`src/rtl/shifter8_pkg.sv`:
```
// Shared types for the shifter8 datapath.
// Op and state encodings, pass-size limit and pass helper.
package shifter8_pkg;

  localparam int WIDTH    = 8;
  localparam int MAX_PASS = 3;

  typedef enum logic [1:0] {
    OP_LSL = 2'b00,
    OP_LSR = 2'b01,
    OP_ASR = 2'b10,
    OP_ROR = 2'b11
  } op_t;

  typedef enum logic [1:0] {
    S_IDLE  = 2'b00,
    S_SHIFT = 2'b01,
    S_DONE  = 2'b10
  } state_t;

  // Largest amount the 2-bit stage can apply this clock.
  function automatic logic [1:0] pass_amt(
    input logic [2:0] rem
  );
    return (rem > 3'(MAX_PASS)) ? 2'(MAX_PASS)
                                : rem[1:0];
  endfunction

endpackage

```
`src/rtl/shift_seq8_if.sv`:
```
// Start/done request bundle for the sequenced shifter.
// Master issues operations, slave returns results.
interface shift_seq8_if;
  import shifter8_pkg::*;

  logic             start;
  logic [1:0]       op;
  logic [2:0]       shamt;
  logic [WIDTH-1:0] d_in;
  logic             busy;
  logic             done;
  logic [WIDTH-1:0] d_out;

  modport master (
    output start, op, shamt, d_in,
    input  busy, done, d_out
  );

  modport slave (
    input  start, op, shamt, d_in,
    output busy, done, d_out
  );

endinterface

```
`src/rtl/shift_seq8_stage.sv`:
```
// Combinational 8-bit shift stage, amount 0..3.
// Left path in lsl8; right/rotate paths share one mx4 per bit.
module mx4 (
  input  logic [3:0] i_d,
  input  logic [1:0] i_sel,
  output logic       o_y
);
  assign o_y = i_d[i_sel];
endmodule

module lsl8 (
  input  logic [7:0] i_d,
  input  logic [1:0] i_sh,
  output logic [7:0] o_d
);
  logic [10:0] w_ext;

  assign w_ext = {i_d, 3'b000};

  for (genvar i = 0; i < 8; i++) begin : g_bit
    mx4 u_mx (
      .i_d   ({w_ext[i], w_ext[i+1],
               w_ext[i+2], w_ext[i+3]}),
      .i_sel (i_sh),
      .o_y   (o_d[i])
    );
  end
endmodule

module shift_stage8
  import shifter8_pkg::*;
(
  input  logic [7:0] i_d,
  input  op_t        i_op,
  input  logic [1:0] i_sh,
  output logic [7:0] o_d
);
  logic [7:0]  w_left;
  logic [7:0]  w_right;
  logic [10:0] w_ext;
  logic        w_fill;

  // Bits above the MSB: sign/zero fill, or the low bits for rotate.
  assign w_fill = (i_op == OP_ASR) & i_d[7];
  assign w_ext  = (i_op == OP_ROR)
                ? {i_d[2:0], i_d}
                : {{3{w_fill}}, i_d};

  lsl8 u_lsl (
    .i_d  (i_d),
    .i_sh (i_sh),
    .o_d  (w_left)
  );

  for (genvar i = 0; i < 8; i++) begin : g_r
    mx4 u_mx (
      .i_d   (w_ext[i+3:i]),
      .i_sel (i_sh),
      .o_y   (w_right[i])
    );
  end

  assign o_d = (i_op == OP_LSL) ? w_left
                                : w_right;
endmodule

```
`src/rtl/shift_seq8.sv`:
```
// Sequenced 8-bit shifter: splits 0..7 into passes of <=3,
// one pass per clock through shift_stage8, with start/done.
module shift_seq8
  import shifter8_pkg::*;
(
  input  logic         clk,
  input  logic         reset_n,
  shift_seq8_if.slave  bus
);
  state_t     r_state;
  logic [7:0] r_data;
  logic [7:0] r_dout;
  logic [2:0] r_rem;
  op_t        r_opr;
  logic       r_done;

  logic [1:0] w_pass;
  logic [7:0] w_stage;
  logic       w_last;

  assign w_pass = pass_amt(r_rem);
  assign w_last = (r_rem <= 3'(MAX_PASS));

  shift_stage8 u_stage (
    .i_d  (r_data),
    .i_op (r_opr),
    .i_sh (w_pass),
    .o_d  (w_stage)
  );

  always_ff @(posedge clk or negedge reset_n) begin
    if (!reset_n) begin
      r_state <= S_IDLE;
      r_data  <= '0;
      r_rem   <= '0;
      r_opr   <= OP_LSL;
      r_dout  <= '0;
      r_done  <= 1'b0;
    end else begin
      unique case (r_state)
        S_IDLE: begin
          r_done <= 1'b0;
          if (bus.start) begin
            r_data  <= bus.d_in;
            r_opr   <= op_t'(bus.op);
            r_rem   <= bus.shamt;
            r_state <= S_SHIFT;
          end
        end
        S_SHIFT: begin
          r_data <= w_stage;
          r_rem  <= r_rem - {1'b0, w_pass};
          // Last pass: publish the result as DONE is entered.
          if (w_last) begin
            r_dout  <= w_stage;
            r_done  <= 1'b1;
            r_state <= S_DONE;
          end
        end
        S_DONE: begin
          r_done  <= 1'b0;
          r_state <= S_IDLE;
        end
        default: begin
          r_done  <= 1'b0;
          r_state <= S_IDLE;
        end
      endcase
    end
  end

  assign bus.busy  = (r_state != S_IDLE);
  assign bus.done  = r_done;
  assign bus.d_out = r_dout;

endmodule

```
`src/flat_wrapper.sv`:
```
// flat-port wrapper written by rule: the top's interface ports become plain ports
module shift_seq8_flat import shifter8_pkg::*;
  (clk, reset_n, bus_start, bus_op, bus_shamt, bus_d_in, bus_busy, bus_done, bus_d_out);
  shift_seq8_if bus_i ();
  input  logic clk;
  input  logic reset_n;
  input wire logic [$bits(bus_i.start)-1:0] bus_start;
  input wire logic [$bits(bus_i.op)-1:0] bus_op;
  input wire logic [$bits(bus_i.shamt)-1:0] bus_shamt;
  input wire logic [$bits(bus_i.d_in)-1:0] bus_d_in;
  output wire logic [$bits(bus_i.busy)-1:0] bus_busy;
  output wire logic [$bits(bus_i.done)-1:0] bus_done;
  output wire logic [$bits(bus_i.d_out)-1:0] bus_d_out;
  assign bus_i.start = bus_start;
  assign bus_i.op = bus_op;
  assign bus_i.shamt = bus_shamt;
  assign bus_i.d_in = bus_d_in;
  assign bus_busy = bus_i.busy;
  assign bus_done = bus_i.done;
  assign bus_d_out = bus_i.d_out;
  shift_seq8 u_core (.clk(clk), .reset_n(reset_n), .bus(bus_i));
endmodule
```
`config.mk`:
```
export PLATFORM = sky130hd
export DESIGN_NAME = shift_seq8_flat
export DESIGN_NICKNAME = d
export VERILOG_FILES = /design/src/rtl/shifter8_pkg.sv /design/src/rtl/shift_seq8_if.sv /design/src/rtl/shift_seq8_stage.sv /design/src/rtl/shift_seq8.sv /design/src/flat_wrapper.sv
export SDC_FILE = /design/constraint.sdc
export NUM_CORES = 1
export LEC_CHECK = 0
export BUFFER_PORTS_ARGS = -buffer_cell sky130_fd_sc_hd__buf_4
export CAP_MARGIN = 20
export CELL_PAD_IN_SITES_DETAIL_PLACEMENT = 0
export CELL_PAD_IN_SITES_GLOBAL_PLACEMENT = 1
export CORE_ASPECT_RATIO = 2
export CORE_MARGIN = 3
export CORE_UTILIZATION = 40
export CTS_CLUSTER_SIZE = 8
export DETAILED_ROUTE_END_ITERATION = 8
export PLACE_DENSITY_LB_ADDON = 0.25
export SYNTH_ARGS = -nofsm -noshare
export SYNTH_HDL_FRONTEND = slang
export SYNTH_SLANG_ARGS = --single-unit
```
`constraint.sdc`:
```
create_clock -name clk -period 3.3 [get_ports clk]
set_input_delay 0.66 -clock clk [delete_from_list [all_inputs] [get_ports clk]]
set_output_delay 0.66 -clock clk [all_outputs]
set_load 0.005 [all_outputs]
```
==> results.md, run 1 <==
- The total DRC errors in the routed layout is 0.
- The launching element type of the critical path is a flop.
- The clock net in this run drives a total of 24 sinks.
- The net switching component of the power is 0.9493 mW.
- The count of fill cells added during filler insertion is ~370.
- For this block, wires on met1 add up to 1.692 mm.
- At the pin with the least slew margin, the transition time is 0.8853 ns.
- The worst register-to-register path has a setup slack of 0.98 ns.
- The die footprint is between 4000 and 5000 um2.
- Setup repair after global routing left no endpoint under its margin.
- The number of failing hold endpoints at the final stage came to 0.
- The number of antenna diodes in the final layout is 0.
- Counting along the longest clock path gives a buffer depth of 2.
- Counting I/O delays and the setup requirement, the final critical path takes roughly 2.3 ns.
- The die is around 50 um wide.
- Across the routed clock network, the largest skew measured is 0.002893 ns.
- The design draws about 2.0 mW.
- The number of max-cap violations is 0.
- The number of cells produced by synthesis is 171.
- Gates resized during post-CTS repair numbered 0.
- For this configuration, the core starts out at a cell density of 42.00%.
- The count of TritonRoute iterations in the first routing pass is 4.
- The total negative slack for setup checks is 0 ns.
- The number of antenna violations at the first check in global routing is 0.
- Post-CTS timing repair inserted 0 buffers for setup.
- Among all stages on the critical path, the largest delay is contributed by sky130_fd_sc_hd__nor2_1.
- The share of total power dissipated in the clock network is 10.1%.
- In this run the static leakage power is 0.7758 nW.
- The clock buffer count from CTS is 3.
- Per report_power, the combinational group accounts for 55.6% of the total.
- The type of the setup path with the least slack is flop to flop.
- The cell taking the most area after synthesis is sky130_fd_sc_hd__dfrtp_1.
- The number of synthesis warnings is 0.
- Input and output buffers added on the ports amount to 25.
- For this run, the total global-route usage over all layers was measured as 20.61%.
- IR analysis of the VDD net gives a maximum drop of 0.4899 mV.
- The utilization after layout is ~50%.
- The length of routed met2 wiring is 2.559 mm.
- The worst setup path is captured at a flop.
- The core area is 3685 um2.
- 26 I/O pins were placed.
- After synthesis, the cell types taking the most area are sky130_fd_sc_hd__dfrtp_1, sky130_fd_sc_hd__o21ai_0, sky130_fd_sc_hd__a21oi_1, sky130_fd_sc_hd__a22oi_1, sky130_fd_sc_hd__mux4_2.
- The critical path data required time is 3.44 ns.
- The minimum setup slack after placement is between 1 and 1.5 ns.
- The cell area after synthesis is 1548 um2.
- The data arrival time of the worst path is 2.46 ns.
- The achievable clock frequency is 431.4 MHz.
- The flow ran to the end, and the final reports show no timing, DRC or antenna violations.
- For this run, the register share of the synthesized area comes to 38.80%.
- After the first detailed-routing iteration, the DRC count stood at 49.
- The critical path goes through nor2_1, mux4_2, a2bb2oi_1, o21ai_0.
- The area growth from synthesis to layout is 17.06%.
- The internal portion of the total power is 1.048 mW.
- The number of setup violations in the final report is 0.
- The netlist uses 46 different library cells.
- The fraction of final layout cells sized beyond drive strength 1 is roughly 23%.
- The remaining antenna violation count is 0.
- Along the worst path, the maximum fanout reaches 14.
- Dividing the detail-routed via count by the number of cells gives 6.238.
- Entering global routing, the biggest net connects 29 pins.
- Averaged over all synthesized cells, the footprint is 9.051 um2.
- Summing all multi-input logic gate instances after layout gives 862.1 um2.
- The met3 routed wirelength is between 150 and 200 um.
- The total overflow left after global routing is 0.
- The post-synthesis sequential element count is 24.
- The number of global-route vias before repair is approximately 1.6k.
- Dividing the final minimum period by the clock period gives 70.24%.
- The net total in the final layout is roughly 210.
- Sequential cells burn 34.3% of the power.
- CTS built an H-tree with a depth of 1.
- Final hold analysis gives a worst-case slack of 0.2831 ns.
- The clock tree from TritonCTS is done.
- The number of buffers inserted for hold repair after clock tree synthesis is 0.
- The total power divided by cell area is ~1100 nW/um2.
- When the netlist entered floorplanning its net count stood at roughly 190.
- The cell row count is 31.
- Summing over every cut layer, the via total after detailed routing is 1491.
- The clock slew seen by the registers of the worst setup and hold paths is 0.09 ns.
- The worst min-delay path category is input pin to asynchronous set/reset pin.
- Across the whole layout, storage elements account for 600.6 um2.
- For this run, the slowest stage of the critical path takes 0.74 ns.
- The top-area cell type share of the netlist area is 38.80%.
- The HPWL after detailed placement is 3.388 mm.
- The relative slew slack is 40.76%.
- Routability-driven placement finished with a final weighted congestion of 0.9664.
- Net switching is 47.52% of the power.
- The highest layer used for signal routing is met4.
- The first global-routing pass estimated about 7.4 mm of wire.
- The detailed-route wire length is 4.632 mm.
- The max-slew violation count is 0.
- CTS placed an instance of sky130_fd_sc_hd__clkbuf_8 at the clock tree root.
- The minimum setup slack in the final design is 0.9820 ns.
- After detailed routing, the average wire length per cell comes to 19.38 um.
- The die is between 90 and 100 um tall.
- The clock reaches the later pin of the worst-skew pair after 0.26 ns.
==> registers in the layout (all words and copies together), names as in the netlist <==
name	count
u_core.bus.done	1
u_core.r_data	8
u_core.r_state	2
u_core.bus.d_out	8
u_core.r_rem	3
u_core.r_opr	2
==> per-layer routing <==
| layer | track usage [%] | vias up |
|---|---|---|
| li1 | - | 686 |
| met1 | 20.08 | 733 |
| met2 | 38.76 | 55 |
| met3 | 2.067 | 17 |
| met4 | 14.09 | 0 |
| met5 | 0 | - |
==> layout make-up <==
type | instances | area share (%)
Multi-Input combinational cell | 129 | 47.58
Timing Repair Buffer | 29 | 12.02
Sequential cell | 24 | 33.15
Tap cell | 49 | 3.384
Clock buffer | 4 | 3.039
Inverter | 4 | 0.8287
==> cell usage after synthesis, drive strengths merged <==
cell type  count
a211o          3
a211oi         2
a21o           3
a21oi         12
a221o          1
a221oi         1
a22o           2
a22oi          7
a2bb2oi        1
a311oi         3
a31oi          1
buf            4
clkbuf        10
dfrtp         24
ha             1
inv            4
mux2           2
mux2i          2
mux4           2
nand2         12
nand2b         4
nand3          5
nand4          2
nor2           8
nor2b          3
nor3           2
nor3b          2
o2111a         1
o2111ai        1
o211ai         4
o21a           2
o21ai         22
o21bai         1
o221ai         3
o22ai          1
o31ai          1
or2            3
or3            1
or3b           7
or4            1
==> kinds of logic (layout without fill, tap and decap cells) <==
group	count (synthesis)	in the layout	synth area share (%)
AO/OA/AOI/OAI	72	72	31.13
AND/OR/NAND/NOR	50	50	18.11
flip-flops	24	24	38.80
buffers and inverters	18	37	5.497
multiplexers	6	6	5.659
adder cells (fa/ha/maj)	1	1	0.8083
==> critical path, delay by kind of cell (launching register included) <==
family / cells / cell delay (ns)
AO/OA/AOI/OAI: 2 / 0.33
flip-flops: 1 / 0.52
multiplexers: 1 / 0.60
AND/OR/NAND/NOR: 1 / 0.74
==> placed cells by master (no fill, tap or decap), types with 2 or more instances in the layout <==
| cell type | netlist | layout |
|---|---|---|
| sky130_fd_sc_hd__dfrtp_1 | 24 | 24 |
| sky130_fd_sc_hd__nor3_1 | 2 | 2 |
| sky130_fd_sc_hd__nand2b_1 | 4 | 4 |
| sky130_fd_sc_hd__a22oi_1 | 7 | 7 |
| sky130_fd_sc_hd__nand2_1 | 12 | 12 |
| sky130_fd_sc_hd__nand4_1 | 2 | 2 |
| sky130_fd_sc_hd__o21ai_1 | 2 | 2 |
| sky130_fd_sc_hd__a211o_1 | 3 | 3 |
| sky130_fd_sc_hd__a22o_1 | 2 | 2 |
| sky130_fd_sc_hd__a211oi_1 | 2 | 2 |
| sky130_fd_sc_hd__mux2i_1 | 2 | 2 |
| sky130_fd_sc_hd__or3b_2 | 2 | 2 |
| sky130_fd_sc_hd__a21oi_1 | 12 | 12 |
| sky130_fd_sc_hd__or3b_1 | 5 | 5 |
| sky130_fd_sc_hd__buf_4 | 0 | 29 |
| sky130_fd_sc_hd__o21a_1 | 2 | 2 |
| sky130_fd_sc_hd__or2_2 | 2 | 2 |
| sky130_fd_sc_hd__mux2_2 | 2 | 2 |
| sky130_fd_sc_hd__o21ai_0 | 20 | 20 |
| sky130_fd_sc_hd__nor2b_1 | 3 | 3 |
| sky130_fd_sc_hd__nand3_1 | 5 | 5 |
| sky130_fd_sc_hd__nor2_1 | 8 | 8 |
| sky130_fd_sc_hd__o221ai_1 | 3 | 3 |
| sky130_fd_sc_hd__a21o_1 | 3 | 3 |
| sky130_fd_sc_hd__mux4_2 | 2 | 2 |
| sky130_fd_sc_hd__a311oi_1 | 3 | 3 |
| sky130_fd_sc_hd__o211ai_1 | 3 | 3 |
| sky130_fd_sc_hd__clkbuf_8 | 0 | 4 |
| sky130_fd_sc_hd__inv_1 | 4 | 4 |
==> final timing paths <==
kind | start | cells after the start | end
worst max register to register | u_core.r_opr[0] | 4 | u_core.r_data[3]
worst max-delay path | u_core.r_opr[0] | 4 | u_core.r_data[3]
worst min register to register | u_core.bus.d_out[5] | 2 | u_core.bus.d_out[5]
worst min-delay path | reset_n | 1 | u_core.bus.d_out[3]
min in group clk | u_core.bus.d_out[5] | 2 | u_core.bus.d_out[5]
max in group asynchronous | reset_n | 1 | u_core.r_data[0]
==> power groups by stage <==
stage	Clock (mW)	Sequential (mW)	Combinational, mW
detailed placement	0	0.683	1.11
floorplan	0	0.539	0.879
CTS	0.211	0.676	1.11
global placement	0	0.672	1.09
finish	0.202	0.685	1.11
global route	0.221	0.708	1.22
==> through the flow <==
| step | instances | instance area [um2] |
|---|---|---|
| 2_1_floorplan | 171 | 1548 |
| 3_3_place_gp | 235 | 1757 |
| 3_5_place_dp | 235 | 1757 |
| 4_1_cts | 239 | 1812 |
| 5_1_grt | 239 | 1812 |
| 6_report | 239 | 1812 |
(Power assumes the default switching activity.)
==> run 2: changes to the inputs <==
==> constraint.sdc (replaced) <==
create_clock -name clk -period 2.25 [get_ports clk]
set_input_delay 0.45 -clock clk [delete_from_list [all_inputs] [get_ports clk]]
set_output_delay 0.45 -clock clk [all_outputs]
set_load 0.005 [all_outputs]
==> run 2 against run 1 <==
Net effect:
- power rose by 53%
- core utilization rose by 1.6 points
- register-to-register slack got worse by 0.63 ns
- first-iteration DRC count rose by 69%
- sequential share of layout area fell by 1.1 points
- sequential power rose by 40%
- non-clock buffer count rose by 8
- design area rose by 3.3%
- flip-flop and latch count did not move
- worst setup slack got worse by 0.63 ns
- largest cell class unchanged
- largest power group unchanged
==> results.md, run 2 (synthesized netlist as in run 1, its figures left out) <==
- The number of DRC markers after the initial detailed-route iteration is 83 (+69%).
- The number of top-level pins is 26 (unchanged).
- The run finished with clean final reports.
- The number of standard cells in the final layout excluding fillers is 247 (+3.3%).
- The net total in the final layout is 216 (+3.8%).
- The type of the setup path with the least slack is flop to flop.
- The pin count of the biggest net entering global routing came to 25 (-14%).
- The minimum setup slack in the final design is 0.3518 ns (-0.6302 ns).
- The maximum VDD drop is 0.7567 mV (+54%).
- The remaining antenna violation count was 0 (unchanged).
- TritonCTS built the clock tree.
- The global-route wire length before repair is 7.645 mm (+3.7%).
- The max-slew violation count is 0 (unchanged).
- The number of antenna violations at the first check in global routing was 0 (unchanged).
- Traced cell by cell, the critical path runs through or3b_1, a311oi_1, o211ai_1, nand3_1.
- The data arrival time of the worst path is 2.11 ns (-0.35 ns).
- The post-route clock period utilization is 84.36% (+14 points).
- The total negative slack for setup checks was 0 ns (unchanged).
- In this run the clock root is driven by a sky130_fd_sc_hd__clkbuf_8.
- The fraction of final layout cells sized beyond drive strength 1 was 25.76% (+3.1 points).
- The clock tree skew after final layout was 0.003281 ns (+0.0003870 ns).
- Among all stages on the critical path, the largest delay is contributed by sky130_fd_sc_hd__dfrtp_1.
- The count of buffers from port buffering was 25 (unchanged).
- The cell count after placement is 243 (+3.4%).
- The total DRC errors in the routed layout is 0 (unchanged).
- The core area is 3685 um2 (unchanged).
- The vias after detailed routing is 1526 (+2.3%).
- The largest fanout of any net on the critical path is 16 (+2).
- The maximum single-stage delay on the critical path is 0.55 ns (-0.19 ns).
- The number of setup violations in the final report was 0 (unchanged).
- The overflow left after global routing was 0 (unchanged).
- The minimum setup slack after placement came to 0.4312 ns (-0.5953 ns).
- The static leakage is 0.8147 nW (+5.0%).
- The library cell used most frequently in the layout, excluding fill and tap cells, is sky130_fd_sc_hd__buf_4.
- The final hold slack is 0.06688 ns (-0.2162 ns).
- The number of max-cap violations is 0 (unchanged).
- The die boundary height came to 93.97 um (unchanged).
- The count of clock tree sinks is 24 (unchanged).
- The number of buffers inserted for hold repair after clock tree synthesis came to 0 (unchanged).
- The number of global-route vias before repair is 1590 (+2.6%).
- The relative slew slack is 63.31% (+23 points).
- The die span in x was 49.99 um (unchanged).
- The number of gates resized after cts is 0 (unchanged).
- The clock slew seen by the registers of the worst setup and hold paths was 0.09 ns (about the same).
- STA classifies the critical path endpoint as a flop.
- The number of failing hold endpoints at the final stage was 0 (unchanged).
- The critical path data required time was 2.46 ns (-0.98 ns).
- Setup repair after global routing left no endpoint under its margin.
- The clock buffer count from CTS came to 3 (unchanged).
- The cell row count was 31 (unchanged).
- The number of cells traversed by the worst register-to-register path is 4 (unchanged).
- The count of TritonRoute iterations in the first routing pass is 4 (unchanged).
- The die footprint is 4697 um2 (unchanged).
- The top cell types in the final layout, fill and taps aside, are sky130_fd_sc_hd__buf_4, sky130_fd_sc_hd__dfrtp_1, sky130_fd_sc_hd__o21ai_0.
- In this run the worst hold path is classified as input pin to asynchronous set/reset pin.
- The total routing resource utilization after global routing came to 21.63% (+1.0 points).
- The later-pin clock latency in the skew report was 0.27 ns (about the same).
- The total power divided by cell area is 1630 nW/um2 (+48%).
- The number of inserted diodes is 0 (unchanged).
- The transition time of the tightest slew-check pin is 0.5492 ns (-0.3361 ns).
- Relative to the synthesized area, the layout overhead comes to 20.94%.
- The initial core utilization came to 42.00% (unchanged).
- The area occupied by registers is 600.6 um2 (unchanged).
- The achievable clock frequency is 526.8 MHz (+22%).
- The H-tree depth reported by CTS is 1 (unchanged).
- The count of fill cells added during filler insertion was 349 (-4.9%).
- The minimum clock period after layout is 1.898 ns (-0.4198 ns).
- The area occupied by multi-input gates is 862.1 um2 (unchanged).
- The average routed wire per standard cell is 19.18 um (-1.0%).
- The HPWL after detailed placement is 3.441 mm (+1.6%).
- The worst setup path is launched from a flop.
- The number of buffers on the longest clock path is 2 (unchanged).
- The routed via count divided by cell count is 6.178 (-0.97%).
- The detailed-route wire length is 4.737 mm (+2.3%).
- The routability-driven placement congestion ratio is 0.9538 (-1.3%).
- The post-CTS repair timing setup buffer count came to 0 (unchanged).
run 2: cell count changes in the layout (fill, tap and decap cells not counted), sizes merged:
cell | previous run | this run
buf | 29 | 37
run 2: worst paths after layout:
| check | start | to | slack, ns |
|---|---|---|---|
| max in group asynchronous | reset_n | u_core.bus.done | 1.94 |
| min in group clk | bus_op[1] | u_core.r_opr[1] | 0.38 |
| max | u_core.r_rem[0] | u_core.r_data[6] | 0.35 |
| min | reset_n | u_core.bus.d_out[3] | 0.07 |
| max reg2reg | u_core.r_rem[0] | u_core.r_data[6] | 0.35 |
| min reg2reg | u_core.bus.d_out[5] | u_core.bus.d_out[5] | 0.49 |
run 2: cell type report:
type | instances | share of cell area, %
Timing Repair Buffer | 37 | 14.84
Inverter | 4 | 0.8021
Multi-Input combinational cell | 129 | 46.06
Clock buffer | 4 | 2.941
Tap cell | 49 | 3.275
Sequential cell | 24 | 32.09
run 2: stage by stage:
step                      total power, mW  area (um2)  util, %
after floorplan                     2.080        1548        -
after global placement              2.676        1817    49.30
after CTS                           3.040        1872    50.80
after detailed placement            2.714        1817    49.30
after global routing                3.285        1872    50.80
final                               3.051        1872    50.80
run 2: where the power goes:
group	internal (mW)	leakage, nW	switching (mW)
logic	0.836	0.486	0.955
registers	0.634	0.300	0.322
clock network	0.157	0.0288	0.147
run 2: worst max-delay path, delay by kind of cell, from the launching register on:
kind,cells,cell delay (ns)
AO/OA/AOI/OAI,2,0.69
AND/OR/NAND/NOR,2,0.58
flip-flops,1,0.55
run 2: layer usage:
layer	vias to the layer above	global-route usage, %	part of all wire, %
met5	-	0	0
met4	0	15.94	5.4
met3	19	3.180	5.4
met2	69	38.76	54
met1	735	21.69	35
li1	703	-	-
